==> config.mk <==
export PLATFORM = sky130hd
export DESIGN_NAME = uart_frame_monitor
export DESIGN_NICKNAME = d
export VERILOG_FILES = /design/src/rtl/uart_mon_pkg.sv /design/src/rtl/uart_mon_timer.sv /design/src/rtl/uart_frame_monitor.sv
export SDC_FILE = /design/constraint.sdc
export NUM_CORES = 1
export LEC_CHECK = 0
export CORE_ASPECT_RATIO = 0.7
export CORE_UTILIZATION = 40
export CTS_BUF_LIST = sky130_fd_sc_hd__clkbuf_8
export CTS_CLUSTER_SIZE = 16
export DETAILED_ROUTE_END_ITERATION = 12
export GPL_ROUTABILITY_DRIVEN = 0
export SYNTH_ARGS = -nofsm -noshare
export SYNTH_HDL_FRONTEND = slang
export SYNTH_SLANG_ARGS = --single-unit
==> constraint.sdc <==
create_clock -name clk -period 1.55 [get_ports clk]
set_clock_uncertainty 0.05 [all_clocks]
set_input_delay 0.155 -clock clk [delete_from_list [all_inputs] [get_ports clk]]
set_output_delay 0.155 -clock clk [all_outputs]
set_load 0.1 [all_outputs]
==> src/rtl/uart_mon_pkg.sv <==
// Shared types and helpers for the UART frame monitor.
// Parity modes, FSM state encoding and frame-length arithmetic.
package uart_mon_pkg;

    typedef enum logic [1:0] {
        PAR_NONE = 2'd0,
        PAR_EVEN = 2'd1,
        PAR_ODD  = 2'd2
    } parity_t;

    localparam logic [2:0] ST_ARM    = 3'd0;
    localparam logic [2:0] ST_IDLE   = 3'd1;
    localparam logic [2:0] ST_START  = 3'd2;
    localparam logic [2:0] ST_DATA   = 3'd3;
    localparam logic [2:0] ST_PARITY = 3'd4;
    localparam logic [2:0] ST_STOP   = 3'd5;

    // Start bit + data bits + optional parity bit + stop bits.
    function automatic int frame_bits(
        input int      data_bits,
        input parity_t parity,
        input int      stop_bits
    );
        return 1 + data_bits + ((parity == PAR_NONE) ? 0 : 1) + stop_bits;
    endfunction

endpackage

==> src/rtl/uart_mon_timer.sv <==
// Bit timing for the UART frame monitor.
// Phase counter, frame bit position and mid-bit sample strobe.
module uart_mon_timer #(
    parameter int BIT_CYCLES = 6,
    parameter int IDX_W      = 4
) (
    input  logic             clk,
    input  logic             reset,
    input  logic             clear,
    input  logic             start,
    output logic [IDX_W-1:0] bit_idx,
    output logic             sample
);

    localparam int PW = $clog2(BIT_CYCLES);
    localparam logic [PW-1:0]    LAST  = PW'(BIT_CYCLES - 1);
    localparam logic [PW-1:0]    HALF  = PW'(BIT_CYCLES / 2);
    localparam logic [PW-1:0]    P_ONE = PW'(1);
    localparam logic [IDX_W-1:0] I_ONE = IDX_W'(1);

    logic [PW-1:0] phase;

    // Start loads phase 1 with the index at all-ones, so the wrap that
    // ends the start bit lands exactly on data bit 0.
    always_ff @(posedge clk) begin
        if (reset || clear) begin
            phase   <= '0;
            bit_idx <= '0;
        end else if (start) begin
            phase   <= P_ONE;
            bit_idx <= '1;
        end else if (phase == LAST) begin
            phase   <= '0;
            bit_idx <= bit_idx + I_ONE;
        end else begin
            phase <= phase + P_ONE;
        end
    end

    assign sample = (phase == HALF);

endmodule

==> src/rtl/uart_frame_monitor.sv <==
// UART receive monitor: rebuilds frames from a serial line and reports
// data, parity/framing errors and a saturating frame count.
module uart_frame_monitor
    import uart_mon_pkg::*;
#(
    parameter int      BIT_CYCLES = 6,
    parameter int      DATA_BITS  = 8,
    parameter parity_t PARITY     = PAR_NONE,
    parameter int      STOP_BITS  = 1,
    parameter int      CNT_W      = 8
) (
    input  logic                 clk,
    input  logic                 reset,
    input  logic                 rx,
    output logic [DATA_BITS-1:0] data,
    output logic                 valid,
    output logic                 parity_err,
    output logic                 frame_err,
    output logic [CNT_W-1:0]     frame_cnt,
    output logic                 busy
);

    if (BIT_CYCLES < 2) begin : g_bad_cycles
        $error("uart_frame_monitor: BIT_CYCLES must be >= 2");
    end
    if (DATA_BITS < 5 || DATA_BITS > 8) begin : g_bad_data
        $error("uart_frame_monitor: DATA_BITS must be 5..8");
    end
    if (STOP_BITS < 1 || STOP_BITS > 2) begin : g_bad_stop
        $error("uart_frame_monitor: STOP_BITS must be 1 or 2");
    end

    localparam int IDX_W = 4;
    localparam logic [IDX_W-1:0] LAST_DATA = IDX_W'(DATA_BITS - 1);
    localparam logic [IDX_W-1:0] LAST_STOP =
        IDX_W'(frame_bits(DATA_BITS, PARITY, STOP_BITS) - 2);
    localparam logic [CNT_W-1:0] CNT_ONE = CNT_W'(1);
    localparam logic             ODD     = (PARITY == PAR_ODD);

    logic [2:0]           state;
    logic [DATA_BITS-1:0] shreg;
    logic                 par_acc;
    logic                 ferr_acc;
    logic                 stop_bad;
    logic [IDX_W-1:0]     bit_idx;
    logic                 sample;
    logic                 tmr_clear;
    logic                 tmr_start;

    // Timer is held at zero while waiting and launched on the falling edge.
    assign tmr_start = (state == ST_IDLE) && !rx;
    assign tmr_clear = (state == ST_ARM) || ((state == ST_IDLE) && rx);
    assign stop_bad  = ferr_acc | ~rx;

    uart_mon_timer #(
        .BIT_CYCLES (BIT_CYCLES),
        .IDX_W      (IDX_W)
    ) u_timer (
        .clk     (clk),
        .reset   (reset),
        .clear   (tmr_clear),
        .start   (tmr_start),
        .bit_idx (bit_idx),
        .sample  (sample)
    );

    assign busy = (state == ST_START) || (state == ST_DATA) ||
                  (state == ST_PARITY) || (state == ST_STOP);

    // Frame FSM plus shift register; outputs only move on frame completion.
    always_ff @(posedge clk) begin
        if (reset) begin
            state      <= ST_ARM;
            shreg      <= '0;
            par_acc    <= 1'b0;
            ferr_acc   <= 1'b0;
            data       <= '0;
            valid      <= 1'b0;
            parity_err <= 1'b0;
            frame_err  <= 1'b0;
            frame_cnt  <= '0;
        end else begin
            valid <= 1'b0;
            case (state)
                ST_ARM: begin
                    if (rx) state <= ST_IDLE;
                end
                ST_IDLE: begin
                    if (!rx) begin
                        state    <= ST_START;
                        par_acc  <= 1'b0;
                        ferr_acc <= 1'b0;
                    end
                end
                ST_START: begin
                    if (sample) state <= rx ? ST_IDLE : ST_DATA;
                end
                ST_DATA: begin
                    if (sample) begin
                        for (int i = 0; i < DATA_BITS; i++) begin
                            if (bit_idx == IDX_W'(i)) shreg[i] <= rx;
                        end
                        if (bit_idx == LAST_DATA) begin
                            state <= (PARITY == PAR_NONE) ? ST_STOP
                                                          : ST_PARITY;
                        end
                    end
                end
                ST_PARITY: begin
                    if (sample) begin
                        par_acc <= (^shreg) ^ rx ^ ODD;
                        state   <= ST_STOP;
                    end
                end
                ST_STOP: begin
                    if (sample) begin
                        if (bit_idx == LAST_STOP) begin
                            valid      <= 1'b1;
                            data       <= shreg;
                            parity_err <= par_acc;
                            frame_err  <= stop_bad;
                            if (frame_cnt != '1) begin
                                frame_cnt <= frame_cnt + CNT_ONE;
                            end
                            state <= stop_bad ? ST_ARM : ST_IDLE;
                        end else begin
                            ferr_acc <= stop_bad;
                        end
                    end
                end
                default: state <= ST_ARM;
            endcase
        end
    end

endmodule

* Yosys cells after proc, flatten, opt, wreduce, memory -nomap -nowiden
Index checks and enable logic that the tools add are counted.
** Storage, ports and cells
- Input bits :: 3
- Output and inout bits :: 20
- Flip-flop bits (word level) :: 39
** Operators by class
- Equal/unequal tests :: 25
- Reduce and logical (&&, ||, !) cells :: 29
- Muxes and demuxes :: 22
- Bitwise gates (word level) :: 5
- Add/subtract/negate cells :: 3
** Operators with widths (number)
- $reduce_and 3->1 :: 10
- $mux 3 :: 8
- $pmux 3 s6 :: 1
- $eq 4x3->1 const B :: 4
- $ne 2x2->1 const B :: 7
- $eq 3x2->1 const B :: 3
- $eq 3x3->1 const B :: 3
- $add 8x1->8 const B :: 1
- $eq 4x2->1 const B :: 2
- $mux 1 :: 8
- $mux 4 :: 2
- $ne 8x8->1 const B :: 1
- $reduce_and 4->1 :: 2
- $reduce_and 8->1 :: 1
- $reduce_xor 8->1 :: 1
- $reduce_bool 2->1 :: 3
- $reduce_or 3->1 :: 2
- $logic_or 1x1->1 :: 5
- $add 4x1->4 const B :: 1
- $eq 4x1->1 const B :: 1
- $eq 4x4->1 const B :: 1
- $logic_not 4->1 :: 1
- $ne 2x1->1 const B :: 2
- $pmux 1 s2 :: 2
- 9 further kinds :: 12

* Longest topological paths before layout
- Word-level depth :: 6
- Gate-level depth with buffers :: 8

* Hierarchy
A second synthesis with hierarchy kept.
** Second synthesis, totals
- Cell total of the unflattened synthesis :: 219
- Area, all modules :: 1910.6 µm²
** Modules (own cells, without submodules)
- uart_frame_monitor :: cells an instance 188, instances 1, area an instance 1590.3 µm²
- uart_mon_timer :: cells an instance 31, instances 1, area an instance 320.3 µm²

* Worst setup path before layout
No wires, ideal clock.
- Path kind :: register -> register
- Start :: register frame_cnt[0]
- End :: register frame_cnt[7]
- Cell stages (with the launch flop) :: 7
- Path buffers :: 0
- Required time :: 1.372 ns
- Arrival :: 2.058 ns
- Slack :: -0.685 ns
- Library setup time :: 0.128 ns
- Cell sequence :: dfxtp_1 -> ha_1 -> nand3_1 -> o2111ai_4 -> nor3_1 -> xnor2_1 -> nor2_1
** On the way
- Longest elaborated chain between the ends :: 2
** RTL lines
- from (decl) :: RTL line uart_frame_monitor.sv:19 : output logic [CNT_W-1:0] frame_cnt,
- from (signal assigned) :: RTL line uart_frame_monitor.sv:123 : frame_cnt <= frame_cnt + CNT_ONE;
- parallel branches: the longest is 2 deep, another holds $add 8x1->8
Several ways; the timed one is not identified.
A chain may end at the register's enable or synchronous reset.

* Worst setup path after layout
- Start :: register u_timer.bit_idx[0]
- End :: register state[1]
** On the way
- Longest elaborated chain between the ends :: 3
** RTL lines
- from (decl) :: RTL line uart_mon_timer.sv:11 : output logic [IDX_W-1:0] bit_idx,
- from (signal assigned) :: RTL line uart_mon_timer.sv:34 : bit_idx <= bit_idx + I_ONE;
- $eq 4x4->1 or $eq 4x3->1 (tied branches) :: RTL line uart_frame_monitor.sv:117, uart_frame_monitor.sv:103
- $ne 2x1->1 (no source line)
- $reduce_and 8->1 (no source line) *
- to (signal assigned) :: RTL line uart_frame_monitor.sv:96 : if (sample) state <= rx ? ST_IDLE : ST_DATA;
- to (signal assigned) :: RTL line uart_frame_monitor.sv:104 : state <= (PARITY == PAR_NONE) ? ST_STOP
- to (signal assigned) :: RTL line uart_frame_monitor.sv:125 : state <= stop_bad ? ST_ARM : ST_IDLE;
- to (decl) :: RTL line uart_frame_monitor.sv:40 : logic [2:0] state;
Every way passes the cells marked *; elsewhere a longest branch is shown, timed or not.

==> impl_metrics.ini <==
[die]
core_area_um2 = 4530
pin_count = 23
die_area_um2 = 5190
rows = 20
initial_utilization_pct = 43.3
die_x_um = 85.7
die_h_um = 60.6

[run]
cap_violations = 0

[sta]
fmax_ghz = 0.594
max_slew_margin_pct = 72.6
setup_viol = 22
setup_tns_ns = -1.24
slew_violations = 0
fin_ws_ns = -0.133
post-route-period-util_pct = 109
min_period_ns = 1.68
rsz0062_at_grt = yes
finalHoldViolations = 0
worst-slew-pin-transition_ns = 0.401

[place]
placed_area_um2 = 2820
port-buffer-count = 22
dp_hpwl_mm = 3.40
place_inst = 319

[layout]
stdcell_area_um2 = 3030
final_cell_mix = 39 x buf_4, 31 x nor2_1, 26 x dfxtp_1
finalNonFillerCells = 335
layout.nets = 280
drive_above_1_share_pct = 42.4
area.growth.synth_to_final_pct = 54.3
layout_commonest_cell = buf_4
diodes = 0

[min_path]
min_path_cells = 2
hp-class = register to register
hp-start = par_acc
holdPathEnd = parity_err

[setup_path]
reg2reg_depth = 7
cp.required_ns = 1.70
path_class = register to register
cpPeakStageDelay_ns = 0.33
reg2reg_to = state[1]
cp_max_fo = 4
r2r_slack_ns = -0.13
critPathCaptureType = register
path_delay_family = simple AND/OR/NAND/NOR gates
startpoint_type = register
cp_num_buf_inv = 1
worstPathArrival_ns = 1.83
crit_path_cell_trace = inv_2 -> ha_4 -> and3b_2 -> o32ai_4 -> nor3_4 -> o41ai_2 -> a32o_1
rr_startpoint = u_timer.bit_idx[0]
cpMaxStageDelayCell = dfxtp_2

[yosys]
yosysUniqueCellTypes = 43
synth_nets = 219
yosysTopAreaCellShare_pct = 39.8
seq_area_frac_synth_pct = 39.8
synth_area_leader_cell = dfxtp_1
synth_cells = 207
syn_area_um2 = 1960
ys_top_cells_by_area = dfxtp_1 40%, mux2i_1 9.2%, nor2_1 6.1%
yosys_warnings = 0
ys_ff_latch = 39
syn_area_per_cell_um2 = 9.47

[global_route]
grt_overflow = 0
grt_max_degree = 32
grt_pass1_wl_mm = 7.60
grtUsageTotal_pct = 19.4
grt_pass1_vias = 1587
antenna_found_initial = 0

[routing]
drt-initial-drc-count = 58
drt_wl_total_mm = 4.53
drc = 0
avgViaCountPerCell = 4.89
dr.pass1.iters = 4
wl_per_cell_um = 13.5
vias = 1639
ant_nets = 0

[outcome]
violations = setup timing
status = finished, violations left

[power_and_ir_drop]
fin_total_pwr_mw = 3.39
p_per_area_nw_per_um2 = 1120
vdd_drop_max_mv = 0.556
p_leak_nw = 1.27

[cts]
insertion_delay_ns = 0.30
cts_root_buf = clkbuf_8
numCtsBuffers = 5
clock-sinks = 39
holdBufCountCts = 0
cts_max_level = 2
cts_tree = built
clk_pin_slew_worst_paths_ns = 0.08
clk_path_buf_depth = 2
[repair_timing]
item                                   CTS  global route
pin swaps                                9             5
setup endpoints to repair               31            34
setup buffers                            7             0
resized for setup                        8             5
gates cloned                             1             0
endpoints found under the hold margin    0             0
[registers in the layout, summed over array words and instances, names as in the netlist]
signal / count
state: 3
data: 8
u_timer.bit_idx: 4
par_acc: 1
valid: 1
parity_err: 1
frame_err: 1
shreg: 8
u_timer.phase: 3
frame_cnt: 8
ferr_acc: 1
[cell families after synthesis]
family	count (synthesis)	share of synthesized area [%]
xor+xnor	16	7.85
fa+ha+maj	9	5.74
buf+inv	21	5.10
simple gates	80	20.9
compound gates	23	10.8
mux	19	9.76
flops	39	39.8
[layer usage]
metal	vias up	routed length (um)	global-route usage, %
li1	823	-	-
met1	788	2190	24.7
met2	22	2130	32.6
met3	6	171	6.12
met4	0	44	5.00
met5	-	0	0
[report_power, final]
part	switching [mW]	total [mW]	internal, mW
sequential	0.102	1.17	1.07
combinational	0.685	1.37	0.681
clock	0.372	0.851	0.479
total	1.16	3.39	2.23
[through the flow]
stage | setup slack (ns) | util [%] | hold slack (ns)
4_1_cts | -0.140 | 66.5 | 0.450
2_1_floorplan | -0.104 | - | 0.185
3_3_place_gp | -0.260 | 62.2 | 0.427
3_5_place_dp | -0.343 | 62.2 | 0.432
6_report | -0.133 | 66.8 | 0.445
5_1_grt | -0.198 | 66.8 | 0.471
[final cells by class]
type	count	area, um2
fill	369	1500
multi-input combinational	147	1200
sequential	39	817
timing repair buffer	66	778
tap	66	82.6
clock buffer	5	68.8
clock inverter	3	43.8
inverter	9	33.8
[worst max path at each step]
stage                  startpoint       end  slack, ns  depth (start not counted)
2_1_floorplan    u_timer.phase[0]  state[1]      -0.10                          8
3_3_place_gp                   rx  state[1]      -0.26                          7
3_5_place_dp                   rx  state[1]      -0.34                          7
4_1_cts        u_timer.bit_idx[0]  state[1]      -0.14                          7
5_1_grt        u_timer.bit_idx[0]  state[1]      -0.20                          7
6_report       u_timer.bit_idx[0]  state[1]      -0.13                          7
[tightest hold or removal path: stages, from the launching register on]
cell and delay (ns):
dfxtp_1 0.33, mux2i_1 0.06, nor2_1 0.07
[synth_stat cells]
master / number
nand3b_1: 2
and3b_4: 1
ha_1: 9
a21oi_2: 1
buf_6: 2
a2111oi_2: 1
o21bai_1: 1
xnor3_1: 1
xnor2_1: 10
a21oi_1: 6
o31ai_1: 2
and4b_1: 1
nand2_1: 15
nand3_1: 6
nor2_1: 32
nor3_1: 5
nor3_2: 1
a2111oi_0: 1
inv_1: 9
xor2_1: 5
nand4_1: 2
and2_1: 1
nor2b_1: 1
and3b_1: 2
or3b_1: 1
o21ai_0: 4
dfxtp_1: 39
nand2b_1: 4
o32ai_2: 1
a21o_1: 1
o2111ai_4: 1
clkbuf_1: 5
nor3_4: 1
or3_1: 3
a32o_1: 1
o311a_1: 1
buf_2: 5
and4bb_2: 1
mux2i_1: 18
o41ai_1: 1
o2bb2ai_4: 1
nor3b_1: 1
mux2_2: 1
Note: power is estimated with default switching activity, not from simulation.
